## src/rtl/ram_arbiter.sv

```systemverilog
// Two-master access controller for the 256x8 CDEC program/data RAM.
// Arbitrates the CPU and the loader round-robin. Each access runs IDLE -> ACCESS -> DONE.
module ram_arbiter #(
  parameter int ADRS_W = 8,
  parameter int DATA_W = 8
) (
  input  logic              clock,
  input  logic              reset_n,
  input  logic              cpu_req,
  input  logic              cpu_we,
  input  logic [ADRS_W-1:0] cpu_adrs,
  input  logic [DATA_W-1:0] cpu_wdata,
  output logic              cpu_ack,
  input  logic              ldr_req,
  input  logic              ldr_we,
  input  logic [ADRS_W-1:0] ldr_adrs,
  input  logic [DATA_W-1:0] ldr_wdata,
  output logic              ldr_ack,
  input  logic              ldr_lock,
  output logic [DATA_W-1:0] rdata,
  output logic [ADRS_W-1:0] ram_adrs,
  output logic [DATA_W-1:0] ram_data,
  output logic              ram_wr_en,
  input  logic [DATA_W-1:0] ram_q
);

  localparam logic [1:0] IDLE   = 2'd0;
  localparam logic [1:0] ACCESS = 2'd1;
  localparam logic [1:0] DONE   = 2'd2;

  localparam logic OWNER_LDR = 1'b0;
  localparam logic OWNER_CPU = 1'b1;

  logic [1:0]        state_q,     state_d;
  logic              owner_q,     owner_d;
  logic [ADRS_W-1:0] ram_adrs_q,  ram_adrs_d;
  logic [DATA_W-1:0] ram_data_q,  ram_data_d;
  logic              ram_wr_en_q, ram_wr_en_d;
  logic [DATA_W-1:0] rdata_q,     rdata_d;
  logic              cpu_ack_q,   cpu_ack_d;
  logic              ldr_ack_q,   ldr_ack_d;

  logic cpu_elig;
  logic ldr_elig;
  logic grant_cpu;

  assign cpu_elig = cpu_req & ~ldr_lock;
  assign ldr_elig = ldr_req;
  // On a tie the master that was not served last wins. owner_q doubles as the last-owner flag.
  assign grant_cpu = cpu_elig & (~ldr_elig | (owner_q == OWNER_LDR));

  always_comb begin
    // NOTE: every next-state signal is defaulted to its current value first, so no path can infer a latch.
    state_d     = state_q;
    owner_d     = owner_q;
    ram_adrs_d  = ram_adrs_q;
    ram_data_d  = ram_data_q;
    ram_wr_en_d = ram_wr_en_q;
    rdata_d     = rdata_q;
    cpu_ack_d   = cpu_ack_q;
    ldr_ack_d   = ldr_ack_q;

    case (state_q)
      IDLE: begin
        if (cpu_elig || ldr_elig) begin
          owner_d     = grant_cpu ? OWNER_CPU : OWNER_LDR;
          ram_adrs_d  = grant_cpu ? cpu_adrs  : ldr_adrs;
          ram_data_d  = grant_cpu ? cpu_wdata : ldr_wdata;
          ram_wr_en_d = grant_cpu ? cpu_we    : ldr_we;
          state_d     = ACCESS;
        end
      end
      ACCESS: begin
        // The RAM latched the address on the negedge inside this cycle, so ram_q already reflects this access.
        rdata_d     = ram_q;
        cpu_ack_d   = (owner_q == OWNER_CPU);
        ldr_ack_d   = (owner_q == OWNER_LDR);
        ram_wr_en_d = 1'b0;
        state_d     = DONE;
      end
      DONE: begin
        cpu_ack_d = 1'b0;
        ldr_ack_d = 1'b0;
        state_d   = IDLE;
      end
      default: begin
        cpu_ack_d   = 1'b0;
        ldr_ack_d   = 1'b0;
        ram_wr_en_d = 1'b0;
        state_d     = IDLE;
      end
    endcase
  end

  always_ff @(posedge clock or negedge reset_n) begin
    if (!reset_n) begin
      state_q     <= IDLE;
      owner_q     <= OWNER_LDR;
      ram_adrs_q  <= '0;
      ram_data_q  <= '0;
      ram_wr_en_q <= 1'b0;
      rdata_q     <= '0;
      cpu_ack_q   <= 1'b0;
      ldr_ack_q   <= 1'b0;
    end else begin
      // NOTE: sequential state uses non-blocking assignments so every register samples pre-edge values.
      state_q     <= state_d;
      owner_q     <= owner_d;
      ram_adrs_q  <= ram_adrs_d;
      ram_data_q  <= ram_data_d;
      ram_wr_en_q <= ram_wr_en_d;
      rdata_q     <= rdata_d;
      cpu_ack_q   <= cpu_ack_d;
      ldr_ack_q   <= ldr_ack_d;
    end
  end

  assign cpu_ack   = cpu_ack_q;
  assign ldr_ack   = ldr_ack_q;
  assign rdata     = rdata_q;
  assign ram_adrs  = ram_adrs_q;
  assign ram_data  = ram_data_q;
  assign ram_wr_en = ram_wr_en_q;

endmodule

```

## config.mk

```make
export PLATFORM = sky130hd
export DESIGN_NAME = ram_arbiter
export DESIGN_NICKNAME = d
export VERILOG_FILES = /design/src/rtl/ram_arbiter.sv
export SDC_FILE = /design/constraint.sdc
export NUM_CORES = 1
export LEC_CHECK = 0
export CAP_MARGIN = 25
export CORE_MARGIN = 2
export CORE_UTILIZATION = 34
export DETAILED_ROUTE_END_ITERATION = 8
export PLACE_DENSITY = 0.75
export SLEW_MARGIN = 10
export SYNTH_ARGS = -nofsm -noshare
export SYNTH_HDL_FRONTEND = slang
export SYNTH_SLANG_ARGS = --single-unit
```

## constraint.sdc

```tcl
create_clock -name clock -period 1.3 [get_ports clock]
set_input_delay 0.26 -clock clock [delete_from_list [all_inputs] [get_ports clock]]
set_output_delay 0.26 -clock clock [all_outputs]
set_load 0.005 [all_outputs]
```

## Word level (Yosys, flattened, before mapping)

Cells that the tools add are included.

- Eq/ne operators: 3
- Mux-type cells: 10
- Bitwise logic cells: 7
- Reductions and logical operators: 4

Operators with widths:

| kind | count |
|---|---|
| two-way mux 8 bit | 2 |
| one-hot mux 1 bit (2 select lines) | 3 |
| NOT 1 bit | 4 |
| one-hot mux 2 bit (2 select lines) | 1 |
| AND reduction 2 bit | 2 |
| two-way mux 1 bit | 3 |
| bitwise AND 1 bit | 2 |
| == test 2 x 1 -> 1 bit, second input constant | 1 |
| == test 2 bit, second input constant | 1 |
| zero test 2 bit | 1 |
| two-way mux 2 bit | 1 |
| inequality test 2 bit, second input constant | 1 |
| logical OR 1 bit | 1 |
| bitwise OR 1 bit | 1 |

- Bits in registers: 30
- Input port bits: 47
- Output and inout port bits: 27
- Logic and storage cells: 32

## Depth between registers and ports, before layout

Gate-level depths: netlist of the first run.

- Depth after elaboration: 6
- Depth in mapped cells: 6
- Mapped depth without buffers: 4

## Least setup slack after synthesis of the first run

Ideal clock, no wire load.

- Path kind: reg2reg
- Start point: register state_q[0]
- End point: register ram_adrs_q[0], in the netlist ram_adrs[0]
- Library setup time: 0.123 ns
- Arrival time: 1.085 ns
- Required time: 1.177 ns
- Path slack: 0.092 ns
- Stages on the path, launching flop included: 4
- Buffers on the path: 1
- Period minus slack after synthesis: 1.208 ns
- Cells stage by stage: dfrtp_1 > a211oi_4 > buf_4 > a21oi_1

- Cells in the longest elaborated chain, start to end: 2

RTL lines:

| element | line | source |
|---|---|---|
| start, declared | 34 | `logic [1:0] state_q, state_d;` |
| start signal, assigned | 107 | `state_q <= state_d;` |
| zero test 2 bit | 63 | `case (state_q)` |
| AND reduction 2 bit (no source line) | -- |  |
| end signal, assigned | 109 | `ram_adrs_q <= ram_adrs_d;` |
| end, declared | 36 | `logic [ADRS_W-1:0] ram_adrs_q, ram_adrs_d;` |

Every way passes these cells.
A chain may end at the register's enable or synchronous reset.

## Final worst setup path of the first run

- Start point: register state_q[1]
- End point: register ram_adrs_q[6], in the netlist ram_adrs[6]

Same word-level chain as after synthesis.

==> results of run 1 <==
## per-stage QoR
| step | area [sq um] | instances |
|---|---|---|
| 2_1_floorplan | 1330 | 108 |
| 3_3_place_gp | 2160 | 229 |
| 3_5_place_dp | 2160 | 229 |
| 4_1_cts | 2210 | 237 |
| 5_1_grt | 2280 | 241 |
| 6_report | 2280 | 241 |
## how the worst max path moves through the flow
| stage | startpoint | endpoint | slack, ns | cells after the start |
|---|---|---|---|---|
| floorplan | state_q[0] | ram_adrs[0] | 0.09 | 3 |
| global placement | cpu_req | ram_wr_en | -0.32 | 6 |
| detailed placement | cpu_req | ram_wr_en | -0.38 | 6 |
| CTS | state_q[0] | ram_adrs[1] | 0.02 | 4 |
| global route | state_q[1] | ram_adrs[5] | 0.003 | 5 |
| finish | state_q[1] | ram_adrs[6] | 0.06 | 5 |
## synth_stat cells
cell | n | share of area [%]
buf_4 | 1 | 0.57
a21o_1 | 1 | 0.57
mux2_2 | 8 | 6.8
a21oi_2 | 2 | 1.3
nor2_1 | 19 | 5.4
nand2b_4 | 1 | 1.0
buf_2 | 1 | 0.38
nand2b_1 | 1 | 0.47
a211oi_4 | 1 | 1.5
dfrtp_1 | 30 | 56
buf_6 | 4 | 3.4
a21oi_1 | 15 | 5.6
mux2i_1 | 20 | 15
a211oi_1 | 1 | 0.57
inv_1 | 3 | 0.85
## power by group through the flow
stage	clock [uW]	combinational (uW)	sequential (uW)
3_5_place_dp	0	2100	1710
6_report	668	2010	1670
4_1_cts	685	1840	1680
2_1_floorplan	0	840	1710
5_1_grt	729	2180	1740
3_3_place_gp	0	2040	1680
## flip-flops by register name, summed over array words and instances, names as in the netlist
| name | cells |
|---|---|
| cpu_ack | 1 |
| ram_wr_en | 1 |
| owner_q | 1 |
| ram_adrs | 8 |
| ldr_ack | 1 |
| state_q | 2 |
| rdata | 8 |
| ram_data | 8 |
## per-layer routing
| layer | track usage, % | routed length (um) | up-vias | part of all wire [%] |
|---|---|---|---|---|
| li1 | - | - | 539 | - |
| met4 | 5.36 | 27 | 0 | 0.79 |
| met2 | 29.4 | 1920 | 30 | 56 |
| met5 | 0 | 0 | - | 0 |
| met3 | 2.20 | 135 | 2 | 3.9 |
| met1 | 15.8 | 1340 | 545 | 39 |
## layout make-up
type | instances | area (sq um) | area share (%)
Clock buffer | 5 | 68.8 | 3.02
Clock inverter | 2 | 10.0 | 0.439
Inverter | 3 | 11.3 | 0.494
Multi-Input combinational cell | 69 | 513 | 22.5
Sequential cell | 30 | 752 | 33.0
Tap cell | 48 | 60.1 | 2.63
Timing Repair Buffer | 84 | 865 | 37.9
## logic make-up (layout without fill, tap and decap cells)
logic type / count (synthesis) / count (layout) / share of synthesized area, %
DFF: 30 / 30 / 56.5
muxes: 28 / 28 / 21.8
and+or+nand+nor: 21 / 21 / 6.87
AOI/OAI and AO/OA: 20 / 20 / 9.61
buffers and inverters: 9 / 94 / 5.18
## worst max-delay path, stage by stage (launching register included)
cell,delay (ns)
dfrtp_2,0.45
a211oi_4,0.23
buf_4,0.17
clkbuf_16,0.17
nor2_1,0.05
a21oi_2,0.09
## what timing repair did
item                                    4_1_cts  5_1_grt
gates resized for setup                      33        1
pin swaps                                     1        1
setup buffers                                 1        2
gates cloned                                  0        2
endpoints found under the setup margin       45        9
==> metrics.md, run 1 <==
| Metric | Value |
|---|---|
| Hold Path Class | in2async |
| Commonest non-fill, non-tap cell in the layout | clkdlybuf4s50_1 |
| Core ar. | 3720 sq um |
| Area grow syn2layout | 71.6% |
| Clock Skew | about 0.0029 ns |
| CTS tree | yes |
| First-pass GRT wire length | 5000 um |
| Overall power | around 4400 uW |
| WL per Instance | 14.2 um |
| Setup TNS | 0 ns |
| Worst Setup End Kind | register |
| P per Cell Area | 1910 nW/um^2 |
| Iteration count of the initial detailed-routing pass | 4 |
| Fin util | between 60% and 70% |
| Slew HR | approximately four fifths |
| Maximum clock rate | 0.807 GHz |
| Total grt overflow | 0 |
| Most frequent cells in the layout | clkdlybuf4s50_1 (43), dlygate4sd2_1 (30), dfrtp_1 (29), mux2i_1 (19), nor2_1 (19) |
| Net Sw Frac | 31.6% |
| Min Tclk post-route | 1.24 ns |
| Initial antenna violation count | 0 |
| Ys Warns | 0 |
| Clock power share | 15.3% |
| CP Max Fanout | 17 |
| Final hold violation count | 0 |
| Global-route usage over all layers | 14.9% |
| IO Port Bufs | 73 |
| NetSw | 1380 uW |
| RSZ-0062 raised after global routing | false |
| Leakage | ~0.0011 uW |
| Flops & latches, synth | 30 |
| Root Driver | clkbuf_8 |
| Critical Path RT | 1.50 ns |
| Worst endpoint data arrival time | 1.44 ns |
| Final period util | between 90 and 100% |
| DRT iter0 DRCs | 30 |
| Floorplan die width | 66.5 um |
| Drc violations | 0 |
| Drt via density | 4.63 |
| # diodes | 0 |
| TritonCTS Buffers | 5 |
| DRT Wirelength | 3420 um |
| Via Count | around 1100 |
| H-tree depth | 2 |
| Full die area | between 4000 and 5000 sq um |
| Final net count | 240 |
| Pin count of the biggest net entering global routing | 35 |
| Seq pwr share | 38.4% |
| Synthesized area | 1330 sq um |
| Logic pwr share | 46.2% |
| Fillers | 337 |
| Finish-stage setup viols | 0 |
| Reg2reg path depth | 5 |
| Pre-CTS WS | -0.378 ns |
| Num ports | 74 |
| Pint | about 3000 uW |
| Crit Reg-Reg Startpoint | state_q[1] |
| Clock sink total | 30 |
| Syn Inst Count | between 100 and 150 |
| Hold slack | 0.349 ns |
| Std cell rows | 22 |
| Syn_area_per_cell | around 12 sq um |
| Initial Utilization | 35.8% |
| Worst vdd ir | between 0.0009 and 0.001 V |
| Fin. max-slew vios | 0 |
| Syn nets | 155 |
| Max Cap Violations | 0 |
| Clock buffer depth | 2 |
| Count of different cell masters after synthesis | 15 |
| Crit start category | register |
| Die Y | 66.5 um |
| Worst R2R Setup Slack | 0.06 ns |
| Seq/Total Area, Yosys | 56.5% |
| Worst-skew pair later-pin latency | 0.26 ns |
| Layout cells sized above 1 | 17.1% |
| Clock transition at path regs | ~0.060 ns |
| R2R Path End | ram_adrs[6] |
| Antenna Nets Post-Route | 0 |
| Setup Crit Path Kind | reg2reg |
| Final WS setup | 0.0605 ns |
| Post-CTS Hold Buffers | 0 |
| HPWL after DPL | 2540 um |
| Vias in the first global route | 1171 |
| Slew @ Worst Pin | approximately 0.27 ns |
| Status | completed |
| Routability cong. | 0.712 |
No activity file was read; power rests on OpenSTA's default activity.
==> inputs of run 2 (changes only) <==
- CAP_MARGIN: 25 -> 20
==> results of run 2 <==
Same layout as run 1: the final DEF is identical, and so are final timing and power.
